$ cat src/rtl/ps2_rx_pkg.sv
// Shared PS/2 receiver definitions: FSM encodings, frame geometry and
// keyboard scan-code constants used by the receiver and its consumers.
package ps2_rx_pkg;

  typedef enum logic [1:0] {
    PS2_IDLE   = 2'd0,
    PS2_DATA   = 2'd1,
    PS2_PARITY = 2'd2,
    PS2_STOP   = 2'd3
  } ps2_state_t;

  localparam int PS2_FRAME_LEN = 11;
  localparam int PS2_DATA_BITS = 8;

  localparam logic [7:0] KEYBOARD_EXT   = 8'hE0;
  localparam logic [7:0] KEYBOARD_BREAK = 8'hF0;
  localparam logic [7:0] KEYBOARD_UP    = 8'h75;
  localparam logic [7:0] KEYBOARD_DOWN  = 8'h72;
  localparam logic [7:0] KEYBOARD_LEFT  = 8'h6B;
  localparam logic [7:0] KEYBOARD_RIGHT = 8'h74;

  // PS/2 uses odd parity over the eight data bits plus the parity bit.
  function automatic logic odd_parity_ok(input logic [7:0] data, input logic parity);
    return ^{data, parity};
  endfunction

endpackage

$ cat src/rtl/ps2_line_filter.sv
// Two-flop synchronizer for one PS/2 line, optionally followed by a
// FILTER_LEN-sample glitch filter and a falling-edge strobe.
module ps2_line_filter #(
  parameter int FILTER_LEN = 8,
  parameter bit BYPASS     = 1'b0
) (
  input  logic clk50m_i,
  input  logic rst_n_i,
  input  logic line_i,
  output logic filt_o,
  output logic fall_stb_o
);

  logic sync_p0;
  logic sync_p1;

  always_ff @(posedge clk50m_i or negedge rst_n_i) begin
    if (!rst_n_i) begin
      sync_p0 <= 1'b1;
      sync_p1 <= 1'b1;
    end else begin
      sync_p0 <= line_i;
      sync_p1 <= sync_p0;
    end
  end

  generate
    if (BYPASS) begin : g_bypass
      assign filt_o     = sync_p1;
      assign fall_stb_o = 1'b0;
    end else begin : g_filter
      localparam int CW = $clog2(FILTER_LEN) + 1;
      localparam logic [CW-1:0] CNT_LAST = CW'(FILTER_LEN - 1);

      logic [CW-1:0] cnt;
      logic          filt;
      logic          fall;

      // Any sample matching the current level restarts the run, so only
      // FILTER_LEN consecutive differing samples move the filtered level.
      always_ff @(posedge clk50m_i or negedge rst_n_i) begin
        if (!rst_n_i) begin
          cnt  <= '0;
          filt <= 1'b1;
          fall <= 1'b0;
        end else begin
          fall <= 1'b0;
          if (sync_p1 == filt) begin
            cnt <= '0;
          end else if (cnt == CNT_LAST) begin
            cnt  <= '0;
            filt <= sync_p1;
            fall <= filt;
          end else begin
            cnt <= cnt + 1'b1;
          end
        end
      end

      assign filt_o     = filt;
      assign fall_stb_o = fall;
    end
  endgenerate

endmodule

$ cat src/rtl/ps2_rx.sv
// PS/2 device-to-host receiver: rebuilds 11-bit frames from the keyboard
// lines and delivers checked bytes with a one-cycle strobe.
module ps2_rx
  import ps2_rx_pkg::*;
#(
  parameter int FILTER_LEN     = 8,
  parameter int TIMEOUT_CYCLES = 10000
) (
  input  logic       clk50m_i,
  input  logic       rst_n_i,
  input  logic       ps2_clk_i,
  input  logic       ps2_data_i,
  output logic [7:0] received_data,
  output logic       received_data_en,
  output logic       frame_err_o
);

  localparam int TW = $clog2(TIMEOUT_CYCLES);
  localparam logic [TW-1:0] TO_LAST = TW'(TIMEOUT_CYCLES - 1);

  ps2_state_t    state;
  ps2_state_t    state_nxt;
  logic [7:0]    shift;
  logic [3:0]    bit_cnt;
  logic          parity;
  logic [TW-1:0] to_cnt;
  logic          fall_stb;
  logic          data_s;
  logic          to_hit;
  logic          frame_ok;
  logic          frame_bad;
  logic          clk_lvl_unused;
  logic          data_fall_unused;

  ps2_line_filter #(.FILTER_LEN(FILTER_LEN), .BYPASS(1'b0)) u_clk_filter (
    .clk50m_i  (clk50m_i),
    .rst_n_i   (rst_n_i),
    .line_i    (ps2_clk_i),
    .filt_o    (clk_lvl_unused),
    .fall_stb_o(fall_stb)
  );

  ps2_line_filter #(.FILTER_LEN(FILTER_LEN), .BYPASS(1'b1)) u_data_sync (
    .clk50m_i  (clk50m_i),
    .rst_n_i   (rst_n_i),
    .line_i    (ps2_data_i),
    .filt_o    (data_s),
    .fall_stb_o(data_fall_unused)
  );

  // A clock edge in the expiry cycle keeps the frame alive.
  assign to_hit = (state != PS2_IDLE) && !fall_stb && (to_cnt == TO_LAST);

  always_ff @(posedge clk50m_i or negedge rst_n_i) begin
    if (!rst_n_i) state <= PS2_IDLE;
    else          state <= state_nxt;
  end

  always_comb begin
    state_nxt = state;
    if (to_hit) begin
      state_nxt = PS2_IDLE;
    end else if (fall_stb) begin
      case (state)
        PS2_IDLE:   if (!data_s) state_nxt = PS2_DATA;
        PS2_DATA:   if (bit_cnt == 4'(PS2_DATA_BITS - 1)) state_nxt = PS2_PARITY;
        PS2_PARITY: state_nxt = PS2_STOP;
        PS2_STOP:   state_nxt = PS2_IDLE;
        default:    state_nxt = PS2_IDLE;
      endcase
    end
  end

  always_comb begin
    frame_ok  = 1'b0;
    frame_bad = to_hit;
    if (fall_stb && state == PS2_STOP) begin
      if (data_s && odd_parity_ok(shift, parity)) frame_ok  = 1'b1;
      else                                       frame_bad = 1'b1;
    end
  end

  always_ff @(posedge clk50m_i or negedge rst_n_i) begin
    if (!rst_n_i) begin
      shift            <= '0;
      bit_cnt          <= '0;
      parity           <= 1'b0;
      to_cnt           <= '0;
      received_data    <= '0;
      received_data_en <= 1'b0;
      frame_err_o      <= 1'b0;
    end else begin
      received_data_en <= frame_ok;
      frame_err_o      <= frame_bad;
      if (frame_ok) received_data <= shift;

      if (state == PS2_IDLE || fall_stb || to_hit) to_cnt <= '0;
      else                                         to_cnt <= to_cnt + 1'b1;

      if (fall_stb) begin
        case (state)
          PS2_IDLE: bit_cnt <= '0;
          PS2_DATA: begin
            shift   <= {data_s, shift[7:1]};
            bit_cnt <= bit_cnt + 1'b1;
          end
          PS2_PARITY: parity <= data_s;
          default: ;
        endcase
      end
    end
  end

endmodule
$ cat config.mk
export PLATFORM = sky130hd
export DESIGN_NAME = ps2_rx
export DESIGN_NICKNAME = d
export VERILOG_FILES = /design/src/rtl/ps2_rx_pkg.sv /design/src/rtl/ps2_line_filter.sv /design/src/rtl/ps2_rx.sv
export SDC_FILE = /design/constraint.sdc
export NUM_CORES = 1
export LEC_CHECK = 0
export BUFFER_PORTS_ARGS = -buffer_cell sky130_fd_sc_hd__buf_4
export CAP_MARGIN = 20
export CORE_MARGIN = 8
export CORE_UTILIZATION = 59
export DETAILED_ROUTE_END_ITERATION = 6
export PLACE_DENSITY = 0.77
export RECOVER_POWER = 50
export SYNTH_ARGS = -nofsm -noshare
export SYNTH_HDL_FRONTEND = slang
export SYNTH_SLANG_ARGS = --single-unit
$ cat constraint.sdc
create_clock -name clk50m_i -period 2.05 [get_ports clk50m_i]
set_input_delay 0.205 -clock clk50m_i [delete_from_list [all_inputs] [get_ports clk50m_i]]
set_output_delay 0.205 -clock clk50m_i [all_outputs]
set_load 0.01 [all_outputs]
# [After elaboration in Yosys (flattened, before gate mapping)]
# Cells that the tools add are included.
[classes] n_mux=15 n_reduce_logical=17 n_bitwise=1 n_eq_ne=9 addsub=3
[op_table] op="adder 14 x 1 -> 14 bit (second input constant)" n=1
[op_table] op="== test 14 bit (second input constant)" n=1
[op_table] op="2-to-1 mux 14 bit" n=1
[op_table] op="parity 9 bit" n=1
[op_table] op="adder 4 x 1 -> 4 bit (second input constant)" n=2
[op_table] op="== test 4 x 3 -> 1 bit (second input constant)" n=2
[op_table] op="2-to-1 mux 2 bit" n=4
[op_table] op="2-to-1 mux 4 bit" n=2
[op_table] op="one-hot mux 2 bit (4 select lines)" n=1
[op_table] op="one-hot mux 4 bit (2 select lines)" n=1
[op_table] op="AND reduction 2 bit" n=4
[op_table] op="2-to-1 mux 1 bit" n=6
[op_table] op="inequality test 3 bit (second input constant)" n=2
[op_table] op="nonzero test 2 bit" n=3
[op_table] op="== test 2 bit (second input constant)" n=2
[op_table] op="logical AND 1 bit" n=4
[op_table] op="AND reduction 3 bit" n=1
[op_table] op="== test 2 x 1 -> 1 bit (second input constant)" n=1
[op_table] op="logical NOT 2 bit" n=1
[op_table] op="logical OR 1 bit" n=2
[op_table] op="== test 1 bit" n=1
[op_table] op="logical NOT 1 bit" n=1
[op_table] op="NOT 1 bit" n=1
[word_totals] out_inout_bits=10 elab_cells=60 in_bits=4 regBits=49

# [Depth between registers and ports, before layout]
[depth] word_depth=5 ltp_mapped=6 ltp_nobuf=5

# [By module]
# A second synthesis with hierarchy kept.
[hier_totals] cells_unflattened=182 hier_area_um2=2263.4
[modules_own_cells] module="ps2_rx" seq_area_each_um2=975.9 area_each_um2=1878.1 cells_per_inst=157 n_inst=1
[modules_own_cells] module="ps2_line_filter (u_clk_filter)" seq_area_each_um2=203.9 area_each_um2=321.6 cells_per_inst=21 n_inst=1
[modules_own_cells] module="ps2_line_filter (u_data_sync)" seq_area_each_um2=52.6 area_each_um2=63.8 cells_per_inst=4 n_inst=1

# [Least setup slack after synthesis]
# No wires, ideal clock.
[synth_path] path_type="reg-to-reg" from="reg shift[1]" to="reg received_data[0]" arrival_time_ns=1.683 path_buffers=0 setup_time_ns=0.125 required_ns=1.925 slack_ns=0.242 period_less_slack_ns=1.808 path_stages_with_launch=5 cell_sequence="dfrtp_1 -> xor2_1 -> xnor3_2 -> mux2i_4 -> mux2_2"
[synth_between] elab_chain_cells=4
[synth_rtl] element="from (decl)" line_no="ps2_rx.sv:23" source="logic [7:0] shift;"
[synth_rtl] element="from (signal assigned)" line_no="ps2_rx.sv:104" source="shift <= {data_s, shift[7:1]};"
[synth_rtl] element="parity 9 bit" line_no="ps2_rx_pkg.sv:24" source="return ^{data, parity};"
[synth_rtl] element="logical AND 1 bit" line_no="ps2_rx.sv:78" source="if (data_s && odd_parity_ok(shift, parity)) frame_ok = 1'b1;"
[synth_rtl] element="2-to-1 mux 1 bit" line_no="ps2_rx.sv:78"
[synth_rtl] element="2-to-1 mux 1 bit" line_no="ps2_rx.sv:77" source="if (fall_stb && state == PS2_STOP) begin"
[synth_rtl] element="to (signal assigned)" line_no="ps2_rx.sv:95" source="if (frame_ok) received_data <= shift;"
[synth_rtl] element="to (decl)" line_no="ps2_rx.sv:13" source="output logic [7:0] received_data,"
# No other way between the ends.
# A chain may end at the register's enable or synchronous reset.

# [Worst setup path after layout]
[layout_path] from="reg shift[1]" to="reg received_data[2]"
# Same word-level chain as after synthesis.

==> results.py <==
metrics = {
    "grt": {
        "grt_max_degree": 50,
        "grt_usage_pct": 13.7,
        "grt_pass1_wl_um": 6780,
        "grt_overflow": 0,
        "grt_pass1_vias": 1523,
        "antenna_found_initial": 0,
    },
    "clocking": {
        "cts-buffers-inserted": 5,
        "clock_latency_ps": 300,
        "cts_buffer_depth": 2,
        "clkTransAtPathRegs_ps": 90,
        "h-tree-depth": 2,
        "tritoncts": "done",
        "numClockSinks": 49,
        "cts-root-buf": "clkbuf_8",
    },
    "die": {
        "initial_core_util_pct": 61.4,
        "die_x_um": 77.7,
        "core_area_um2": 3660,
        "dieArea_um2": 6040,
        "die_h_um": 77.7,
        "io_pins": 14,
        "rows": 22,
    },
    "yosys": {
        "synth_cells": 182,
        "ys_types": 38,
        "synth-main-ff-cell": "dfrtp_1",
        "yosys.area.top_type": "dfrtp_1",
        "ys_async_sr_fraction_pct": 100,
        "synth_area_leaders": "dfrtp_1, mux2_2, dfstp_2, xnor2_1, ha_1",
        "yosysWarnings": 0,
        "syn-cell-area_um2": 2250,
        "synth_enable_flop_cells": 0,
        "synth.avg_cell_area_um2": 12.3,
        "syn_nets": 194,
        "ys_seq_area_share_pct": 54.8,
        "synth_top_area_share_pct": 49.0,
        "synth_seq_cells": 49,
    },
    "critical_path": {
        "cp.arrival_ps": 2070,
        "cp_max_fo": 9,
        "cpPeakStageDelay_ps": 440,
        "worst_setup_path_start_kind": "flip-flop",
        "crit_type": "reg -> reg",
        "critPathTopFamily": "XOR/XNOR gates",
        "reg2reg_slack_ps": 170,
        "crit_path_top_delay_cell": "xnor3_2",
        "crit_buf_inv": 1,
        "cp-end-kind": "flip-flop",
        "path_cells": "xor2_1 > xnor3_2 > mux2i_4 > buf_12 > mux2_2",
        "critPathRequiredTime_ps": 2250,
    },
    "layout": {
        "num_antenna_cells": 0,
        "syn_to_final_growth_pct": 12.6,
        "fin_cells": 254,
        "finish.utilization_pct": 69.1,
        "drive_above_1_share_pct": 25.2,
        "seq_area_um2": 1230,
        "multiInputGateArea_um2": 973,
        "fillers": 266,
        "nNetsFinal": 217,
        "final_cell_area_um2": 2530,
    },
    "routing": {
        "via_per_inst": 5.56,
        "antenna_left": 0,
        "dr.pass1.iters": 4,
        "drc_errors": 0,
        "vias": 1411,
        "detail_route.wl_per_cell_um": 14.3,
        "routed_wirelength_um": 3640,
        "initialDrtViolationCount": 89,
    },
    "sta": {
        "hold_viol": 0,
        "drv_slew": 0,
        "skew_ps": 10.1,
        "timing.hold.ws_ps": 361,
        "fmax_mhz": 532,
        "fin_ws_ps": 171,
        "fin_tns_setup_ps": 0,
        "finalCritPeriodShare_pct": 91.7,
        "worst_slew_pin_slew_ps": 1160,
        "finalSetupViolations": 0,
        "rsz0062_at_grt": "false",
        "fin_crit_ps": 1880,
        "relSlewSlack_pct": 22.7,
    },
    "power": {
        "power.density_nw_per_um2": 810,
        "finalPower_mw": 2.05,
        "power_leakage_nw": 1.21,
        "irDropWorstVdd_v": 0.000576,
    },
    "placed_design": {
        "hpwl_um": 2530,
        "io_buffers": 13,
        "dp.cells": 242,
        "gp_congestion": 0.806,
        "placed_area_um2": 2400,
        "preCtsSetupSlack_ps": 102,
    },
    "status": {
        "outcome": "finished clean",
    },
    "hold_path": {
        "hp-class": "reg -> reg",
    },
    "flow_run": {
        "drv_cap": 0,
    },
}
[registers in the layout, indices dropped and copies added (netlist names), 2 cells and up]
register	count
to_cnt	14
received_data	8
shift	8
bit_cnt	4
u_clk_filter.g_filter.cnt	4
state	2
[report_power, final]
group / switching, mW / internal (mW)
logic: 0.199 / 0.138
clock network: 0.316 / 0.243
registers: 0.0890 / 1.06
total: 0.604 / 1.45
[routing by layer]
| layer | track usage (%) | vias up | routed length (um) |
|---|---|---|---|
| li1 | - | 682 | - |
| met1 | 14.9 | 702 | 1530 |
| met2 | 23.7 | 20 | 1880 |
| met3 | 4.84 | 7 | 163 |
| met4 | 5.47 | 0 | 63 |
| met5 | 0 | - | 0 |
[cells in the mapped netlist, types with 2 or more instances]
library cell / number
dfrtp_1: 44
nor2_1: 19
mux2_2: 18
xnor2_1: 13
nand2_1: 9
nand3_1: 9
ha_1: 8
inv_1: 7
dfstp_2: 5
nand4_1: 5
o21ai_0: 4
xor2_1: 4
nor3_1: 3
nor4_1: 3
o211ai_1: 3
a211o_1: 2
a21oi_1: 2
a22o_1: 2
nand3b_1: 2
nor3b_1: 2
[logic make-up (layout without fill, tap and decap cells)]
| group | Yosys count | count (layout) | share of synthesized area (%) |
|---|---|---|---|
| AOI/OAI and AO/OA | 18 | 18 | 5.68 |
| and+or+nand+nor | 60 | 60 | 14.4 |
| buffers and inverters | 9 | 33 | 1.84 |
| DFF | 49 | 49 | 54.8 |
| xor gates and xnor gates | 19 | 19 | 8.80 |
| muxes | 19 | 19 | 10.0 |
| adders and majority gates | 8 | 8 | 4.45 |
[area by class of cell]
cell class	count	share of cell area, %
Clock inverter	2	0.544
Tap cell	48	2.37
Multi-Input combinational cell	124	38.5
Inverter	7	1.04
Timing Repair Buffer	18	6.03
Sequential cell	49	48.7
Clock buffer	6	2.87
[placed cells by master (no fill, tap or decap), drive strengths merged, types with 4 or more instances in the layout]
cell type,count
inv,8
ha,8
xnor2,13
nand3,9
xor2,4
nor2,19
mux2,18
dfstp,5
clkbuf,9
o21ai,4
nand2,9
dfrtp,44
nand4,5
buf,12
nor4,4
[what timing repair did]
item	in CTS	in global routing
endpoints found under the setup margin	0	1
hold buffers	3	0
setup buffers	0	1
hold endpoints to repair	46	0
resized for setup	0	0
[worst paths after layout]
path	start	endpoint	cells past startpoint
worst max-delay path	shift[1]$_DFFE_PN0P_	received_data[2]$_DFFE_PN0P_	5
worst min-delay path	u_data_sync.sync_p0$_DFF_PN1_	u_data_sync.filt_o$_DFF_PN1_	0
worst max register to register	shift[1]$_DFFE_PN0P_	received_data[2]$_DFFE_PN0P_	5
worst min register to register	u_data_sync.sync_p0$_DFF_PN1_	u_data_sync.filt_o$_DFF_PN1_	0
max in group asynchronous	rst_n_i	to_cnt[9]$_DFF_PN0_	2
min in group asynchronous	rst_n_i	received_data_en$_DFF_PN0_	2
(Power assumes the default switching activity.)
